$ cat config.mk
export PLATFORM = sky130hd
export DESIGN_NAME = sram_arbiter
export DESIGN_NICKNAME = d
export VERILOG_FILES = /design/src/rtl/sram_arbiter.sv
export SDC_FILE = /design/constraint.sdc
export NUM_CORES = 1
export LEC_CHECK = 0
export BUFFER_PORTS_ARGS = -buffer_cell sky130_fd_sc_hd__buf_2
export CORE_AREA = 2 2 83 85
export DETAILED_ROUTE_END_ITERATION = 16
export DIE_AREA = 0 0 85 87
export MAX_ROUTING_LAYER = met4
export PLACE_DENSITY = 0.73
export SLEW_MARGIN = 15
export SYNTH_ARGS = -nofsm -noshare
export SYNTH_HDL_FRONTEND = slang
export SYNTH_SLANG_ARGS = --single-unit
$ cat constraint.sdc
create_clock -name clk -period 4.3 [get_ports clk]
set_input_delay 0.215 -clock clk [delete_from_list [all_inputs] [get_ports clk]]
set_output_delay 0.215 -clock clk [all_outputs]
set_load 0.1 [all_outputs]
$ cat src/rtl/sram_arbiter.sv
// ---------------------------------------------------------------------------
// sram_arbiter
// Two-requester round-robin arbiter in front of a single-port-per-direction
// SRAM (sram_8kb). Requester 0 is instruction fetch, requester 1 is data
// load/store. At most one access is granted per cycle; a registered response
// pulse (read data or write ack) follows one cycle after acceptance.
//
// Ports
//   clk, rst_n       clock (rising edge), asynchronous active-low reset
//   req_valid[2]     per-requester request valid
//   req_ready[2]     per-requester accept (combinational grant)
//   req_we[2]        1 = write, 0 = read
//   req_addr         packed word addresses, [i*ADDR_WIDTH +: ADDR_WIDTH]
//   req_wdata        packed write data,     [i*DATA_WIDTH +: DATA_WIDTH]
//   rsp_valid[2]     one-cycle response pulse per requester
//   rsp_rdata        shared read data, valid with rsp_valid
//   sram_rd_*        read port to SRAM (combinational read data back)
//   sram_wr_*        write port to SRAM (written at the clock edge)
// ---------------------------------------------------------------------------
module sram_arbiter #(
   parameter int unsigned ADDR_WIDTH = 11,
   parameter int unsigned DATA_WIDTH = 32
) (
   input  logic                    clk,
   input  logic                    rst_n,
   input  logic [1:0]              req_valid,
   output logic [1:0]              req_ready,
   input  logic [1:0]              req_we,
   input  logic [2*ADDR_WIDTH-1:0] req_addr,
   input  logic [2*DATA_WIDTH-1:0] req_wdata,
   output logic [1:0]              rsp_valid,
   output logic [DATA_WIDTH-1:0]   rsp_rdata,
   output logic                    sram_rd_en,
   output logic [ADDR_WIDTH-1:0]   sram_rd_addr,
   input  logic [DATA_WIDTH-1:0]   sram_rd_data,
   output logic                    sram_wr_en,
   output logic [ADDR_WIDTH-1:0]   sram_wr_addr,
   output logic [DATA_WIDTH-1:0]   sram_wr_data
);

   logic                  r_last_gnt;
   logic [1:0]            r_rsp_valid;
   logic [DATA_WIDTH-1:0] r_rsp_rdata;

   logic [1:0]            w_gnt;
   logic                  w_any;
   logic                  w_sel;
   logic                  w_we;
   logic [ADDR_WIDTH-1:0] w_addr;
   logic [DATA_WIDTH-1:0] w_wdata;

   // Grant selection: a lone requester always wins; on a tie the requester
   // that did not win last time is granted.
   always_comb begin
      w_gnt = 2'b00;
      case (req_valid)
         2'b01:   w_gnt = 2'b01;
         2'b10:   w_gnt = 2'b10;
         2'b11:   w_gnt = r_last_gnt ? 2'b01 : 2'b10;
         default: w_gnt = 2'b00;
      endcase
   end

   assign w_any   = |w_gnt;
   assign w_sel   = w_gnt[1];
   assign w_we    = w_sel ? req_we[1] : req_we[0];
   assign w_addr  = w_sel ? req_addr[2*ADDR_WIDTH-1:ADDR_WIDTH]  : req_addr[ADDR_WIDTH-1:0];
   assign w_wdata = w_sel ? req_wdata[2*DATA_WIDTH-1:DATA_WIDTH] : req_wdata[DATA_WIDTH-1:0];

   // SRAM command: the unused port is held at zero so it is quiet when idle.
   always_comb begin
      sram_rd_en   = 1'b0;
      sram_rd_addr = '0;
      sram_wr_en   = 1'b0;
      sram_wr_addr = '0;
      sram_wr_data = '0;
      if (w_any) begin
         if (w_we) begin
            sram_wr_en   = 1'b1;
            sram_wr_addr = w_addr;
            sram_wr_data = w_wdata;
         end else begin
            sram_rd_en   = 1'b1;
            sram_rd_addr = w_addr;
         end
      end
   end

   assign req_ready = w_gnt;

   // Response pulse and round-robin history; read data is captured only on
   // granted reads so a write ack leaves the last read value on the bus.
   always_ff @(posedge clk or negedge rst_n) begin
      if (!rst_n) begin
         r_last_gnt  <= 1'b1;
         r_rsp_valid <= 2'b00;
         r_rsp_rdata <= '0;
      end else begin
         r_rsp_valid <= w_gnt;
         if (w_any) begin
            r_last_gnt <= w_sel;
            if (!w_we) begin
               r_rsp_rdata <= sram_rd_data;
            end
         end
      end
   end

   assign rsp_valid = r_rsp_valid;
   assign rsp_rdata = r_rsp_rdata;

endmodule

==> flow_metrics.tcl, run 1 <==
set metrics [dict create \
    status "complete, no violations" \
    cts_tree "built" \
    ys_types 21 \
    crit_required_ns 4.09 \
    rsz0062_at_grt "no" \
    synth_nets 347 \
    dr.pass1.iters 4 \
    clock.fmax_mhz 324 \
    critPathLaunchType "register" \
    routed_via_density 4.59 \
    drt.antenna.violating_nets 0 \
    slew_headroom_pct 49.8 \
    ys_seq_area_share_pct 43.4 \
    rows 30 \
    post_cts_buffers 0 \
    avgSynthCellArea_um2 9.06 \
    wl_per_cell_um 12.5 \
    clock_sinks 35 \
    pin_count 216 \
    ir_worst_vdd_v 0.000385 \
    grt_pass1_wl_um 9510 \
    min_path_type "input pin to asynchronous set/reset pin" \
    power_density_nw_per_um2 555 \
    worstSetupPathType "register to output pin" \
    antenna_cells 0 \
    layout-drive-gt1-share_pct 60.1 \
    drc_errors 0 \
    whs_ns 0.00122 \
    clk_pin_slew_ns 0.07 \
    root_buffer "clkbuf_8" \
    dp_slack_ns 1.51 \
    worst_slack_ns 1.21 \
    cp.arrival_ns 2.87 \
    cts_max_level 2 \
    clock_path_buffers 2 \
    fin_crit_ns 3.09 \
    hold_violations 0 \
    grt-ovfl-total 0 \
    finalCritPeriodShare_pct 71.8 \
    area_growth_pct 58.1 \
    fp.dieW_um 85 \
    start_util_pct 30.7 \
    grt_pass1_vias 2053 \
    finalPower_mw 1.77 \
    tightest_slew_ns 0.753 \
    grt_max_degree 47 \
    io_buffers 215 \
    drt-total-wl_um 6370 \
    place_hpwl_um 5040 \
    cts_made_buffers 5 \
    power.leakage_nw 1.81 \
    insertion_delay_ns 0.28 \
    endpoint_kind "output pin" \
    grtUsageTotal_pct 16.2 \
    nNetsFinal 554 \
    ys_warn_count 0 \
    worstPathMaxFanout 46 \
    num_vias 2343 \
    setup_viol 0 \
    drtIter0Drc 87 \
    gp_congestion 0.730 \
    grt_antenna_before_repair 0 \
    cts_hold_buffers 0 \
    postCtsResizedCells 0 \
    drv_slew 0 \
    maxCapViolCount 0 \
    dieHeight_um 87 \
    die-area_um2 7400 \
    fp.coreArea_um2 6570 \
    syn_area_um2 2020 \
    fin_skew_ns 0.00580 \
    ys_ff_latch 35 \
    syn_inst 223 \
    finalSetupTns_ns 0 \
]
final timing paths:
check	endpoint	cells past startpoint	slack (ns)	from
max in group asynchronous	rsp_rdata[8]$_DFFE_PN0P_	1	3.82	rst_n
hold / removal	rsp_rdata[0]$_DFFE_PN0P_	1	0.001	rst_n
setup reg to reg	rsp_rdata[30]$_DFFE_PN0P_	4	1.91	r_last_gnt$_DFFE_PN1P_
min in group clk	r_last_gnt$_DFFE_PN1P_	2	0.14	req_valid[0]
hold reg to reg	rsp_rdata[0]$_DFFE_PN0P_	1	0.49	rsp_rdata[0]$_DFFE_PN0P_
setup / recovery	sram_wr_data[8]	6	1.21	r_last_gnt$_DFFE_PN1P_
per-stage QoR:
step / cell area (um^2) / util [%] / std cells
after floorplan: 2020 / - / 223
after global placement: 3110 / 47.3 / 503
after detailed placement: 3110 / 47.3 / 503
after CTS: 3190 / 48.6 / 511
after global routing: 3190 / 48.6 / 511
final: 3190 / 48.6 / 511
kinds of logic after synthesis:
| family | share of synthesized area (%) |
|---|---|
| and+or+nand+nor | 17.1 |
| DFF | 43.4 |
| buffers and inverters | 5.39 |
| muxes | 23.3 |
| AOI/OAI and AO/OA | 10.8 |
power by group:
group	total, mW	switching, mW	internal (mW)
Combinational	1.13	0.939	0.191
Clock	0.226	0.113	0.113
Sequential	0.418	0.0266	0.391
metal layers:
metal	track usage [%]	part of all wire [%]
met5	-	0
met4	4.33	1.4
met3	4.17	9.1
met2	27.6	50
met1	18.9	39
registers in the layout, indices dropped and copies added, names as in the netlist:
register	flops
r_last_gnt	1
rsp_rdata	32
rsp_valid	2
layout by cell type, fill, tap and decap left out, drive strengths merged:
| cell | instances |
|---|---|
| buf | 216 |
| nand2 | 64 |
| dfrtp | 34 |
| a21oi | 33 |
| mux2 | 32 |
| nor2 | 23 |
| mux2i | 11 |
| clkbuf | 6 |
| inv | 3 |
| nand2b | 1 |
| and2 | 1 |
| a21bo | 1 |
| nor2b | 1 |
| a2bb2oi | 1 |
| a32oi | 1 |
| clkinvlp | 1 |
| clkinv | 1 |
| dfstp | 1 |
Yosys cell counts (all sizes together):
master	n	share of area [%]
a32oi	1	0.81
inv	3	0.68
mux2i	11	5.5
a21bo	1	0.50
a2bb2oi	1	1.3
nand2	64	12
nor2b	1	0.31
dfrtp	34	42
a21oi	33	8.2
buf	11	3.8
nand2b	1	0.31
mux2	32	18
and2	1	0.31
nor2	23	4.3
clkbuf	5	0.93
dfstp	1	1.3
worst max-delay path, stage by stage (launching register included):
cell	delay, ns
dfstp_2	0.55
a21bo_2	0.57
inv_4	0.38
a32oi_2	0.24
buf_4	0.41
a21oi_1	0.10
buf_2	0.31
area by class of cell:
type,count,area (um^2)
Tap cell,80,100
Multi-Input combinational cell,169,1030
Sequential cell,35,877
Fill cell,648,3380
Clock inverter,2,12.5
Inverter,3,13.8
Timing Repair Buffer,216,1080
Clock buffer,6,72.6
Note: power is estimated with default switching activity, not from simulation.
==> inputs of run 2 (changes only) <==
Settings changed: PLACE_DENSITY 0.73 to 0.76.
Clock period 4.3 ns to 2.64 ns, I/O delays scaled along.
==> run 2 against run 1 <==
  * Largest power group unchanged
  * Sequential power up 63%
  * Flip-flop and latch count unchanged
  * Clock skew about the same
  * Clock-buffer cell count unchanged
  * Register-to-register slack worse by 1.2 ns
  * Non-clock buffer count up 6
  * Worst setup slack worse by 1.0 ns
  * Wire length up 15%
  * Critical path depth unchanged
  * Global-route usage up 3.2 points
==> flow_metrics.tcl, run 2 (synthesized netlist as in run 1, its figures left out) <==
set metrics [dict create \
    crit_required_ns 2.51 \
    final_cells 517 \
    grtUsageTotal_pct 19.4 \
    antenna_cells 0 \
    clk_pin_slew_ns 0.07 \
    io_buffers 215 \
    cp_cell_sequence "a21bo_2 > inv_4 > buf_12 > mux2i_1 > nor2_1 > buf_2" \
    dp_slack_ns 0.470 \
    seq_area_um2 877 \
    status "complete, no violations" \
    crit_buf_inv 3 \
    grt_max_degree 36 \
    setup_viol 0 \
    whs_ns 0.0728 \
    endpoint_kind "output pin" \
    drt-total-wl_um 7320 \
    ir_worst_vdd_v 0.000702 \
    cts_made_buffers 5 \
    grt-ovfl-total 0 \
    worst_slack_ns 0.180 \
    layout_commonest_cell "buf_2" \
    clock_sinks 35 \
    worstSetupPathType "register to output pin" \
    max_stage_delay_ns 0.54 \
    drt.antenna.violating_nets 0 \
    fin_skew_ns 0.00555 \
    fillers 618 \
    drv_slew 0 \
    multi_input_area_um2 1150 \
    min_from "sram_rd_data[0]" \
    area_growth_pct 76.5 \
    min_path_type "input pin to register" \
    critPathLaunchType "register" \
    drc_errors 0 \
    finalSetupTns_ns 0 \
    cts_max_level 2 \
    critPathSlowestCell "dfstp_2" \
    nNetsFinal 560 \
    gp_congestion 0.895 \
    pin_count 216 \
    routed_via_density 4.57 \
    dr.pass1.iters 5 \
    placedCellCount 508 \
    rsz0062_at_grt "no" \
    dieHeight_um 87 \
    final_cell_mix "204 x buf_2, 64 x nand2_1, 34 x dfrtp_1" \
    placed_area_um2 3440 \
    grt_pass1_vias 2263 \
    hold_violations 0 \
    fin_crit_ns 2.46 \
    crit_path_start "r_last_gnt$_DFFE_PN1P_" \
    cts_tree "built" \
    crit_family "buffers and inverters" \
    r2r-start "r_last_gnt$_DFFE_PN1P_" \
    power.leakage_nw 1.90 \
    fin_util_pct 54.2 \
    fp.coreArea_um2 6570 \
    finalCritPeriodShare_pct 93.2 \
    drtIter0Drc 49 \
    maxCapViolCount 0 \
    fp.dieW_um 85 \
    insertion_delay_ns 0.28 \
    wl_per_cell_um 14.2 \
    tightest_slew_ns 0.744 \
    slew_headroom_pct 50.4 \
    rows 30 \
    cp.arrival_ns 2.33 \
    start_util_pct 30.7 \
    power_density_nw_per_um2 872 \
    largest_register_ffs 32 \
    grt_antenna_before_repair 0 \
    clock.fmax_mhz 406 \
    finalPower_mw 3.11 \
    layout-drive-gt1-share_pct 66.8 \
    root_buffer "clkbuf_8" \
    die-area_um2 7400 \
    grt_pass1_wl_um 11000 \
    place_hpwl_um 6170 \
    num_vias 2364 \
    clock_path_buffers 2 \
    postCtsResizedCells 0 \
    design_area_um2 3560 \
    worstPathMaxFanout 32 \
]
-- run 2: cell types whose count changed in the layout (fill, tap and decap cells not counted), sizes merged --
cell | before | now
clkinvlp | 1 | 0
buf | 216 | 221
dlygate4sd3 | 0 | 1
bufinv | 0 | 1
-- run 2: timing repair --
item	in CTS	in global routing
endpoints found under the hold margin	34	0
hold buffers	1	0
setup buffers	0	0
-- run 2: metal layers --
metal	vias to the layer above	track usage (%)	share of wire, %
met3	12	4.08	8.6
li1	1168	-	-
met5	-	-	0
met1	1050	21.4	38
met4	0	7.50	2.2
met2	134	34.3	51
-- run 2: final timing paths --
path | to | slack (ns) | cells past startpoint
max in group asynchronous | rsp_rdata[8]$_DFFE_PN0P_ | 1.71 | 2
setup reg to reg | rsp_rdata[28]$_DFFE_PN0P_ | 0.72 | 5
min in group asynchronous | rsp_rdata[24]$_DFFE_PN0P_ | 0.45 | 2
setup / recovery | sram_wr_addr[10] | 0.18 | 6
hold / removal | rsp_rdata[0]$_DFFE_PN0P_ | 0.07 | 2
hold reg to reg | rsp_rdata[30]$_DFFE_PN0P_ | 0.49 | 1
-- run 2: power by group --
group	leakage [nW]	internal, mW	switching, mW	total [mW]
Sequential	0.409	0.637	0.0440	0.681
Clock	0.0612	0.305	0.174	0.479
Combinational	1.43	0.376	1.57	1.95
-- run 2: final cells by class --
| cell class | count | share of cell area, % |
|---|---|---|
| clock buffers | 6 | 2.32 |
| well taps | 80 | 2.81 |
| repair buffers | 222 | 36.7 |
| clock inverters | 2 | 0.983 |
| inverters | 3 | 0.386 |
| multi-input cells | 169 | 32.2 |
| flip-flops and latches | 35 | 24.6 |
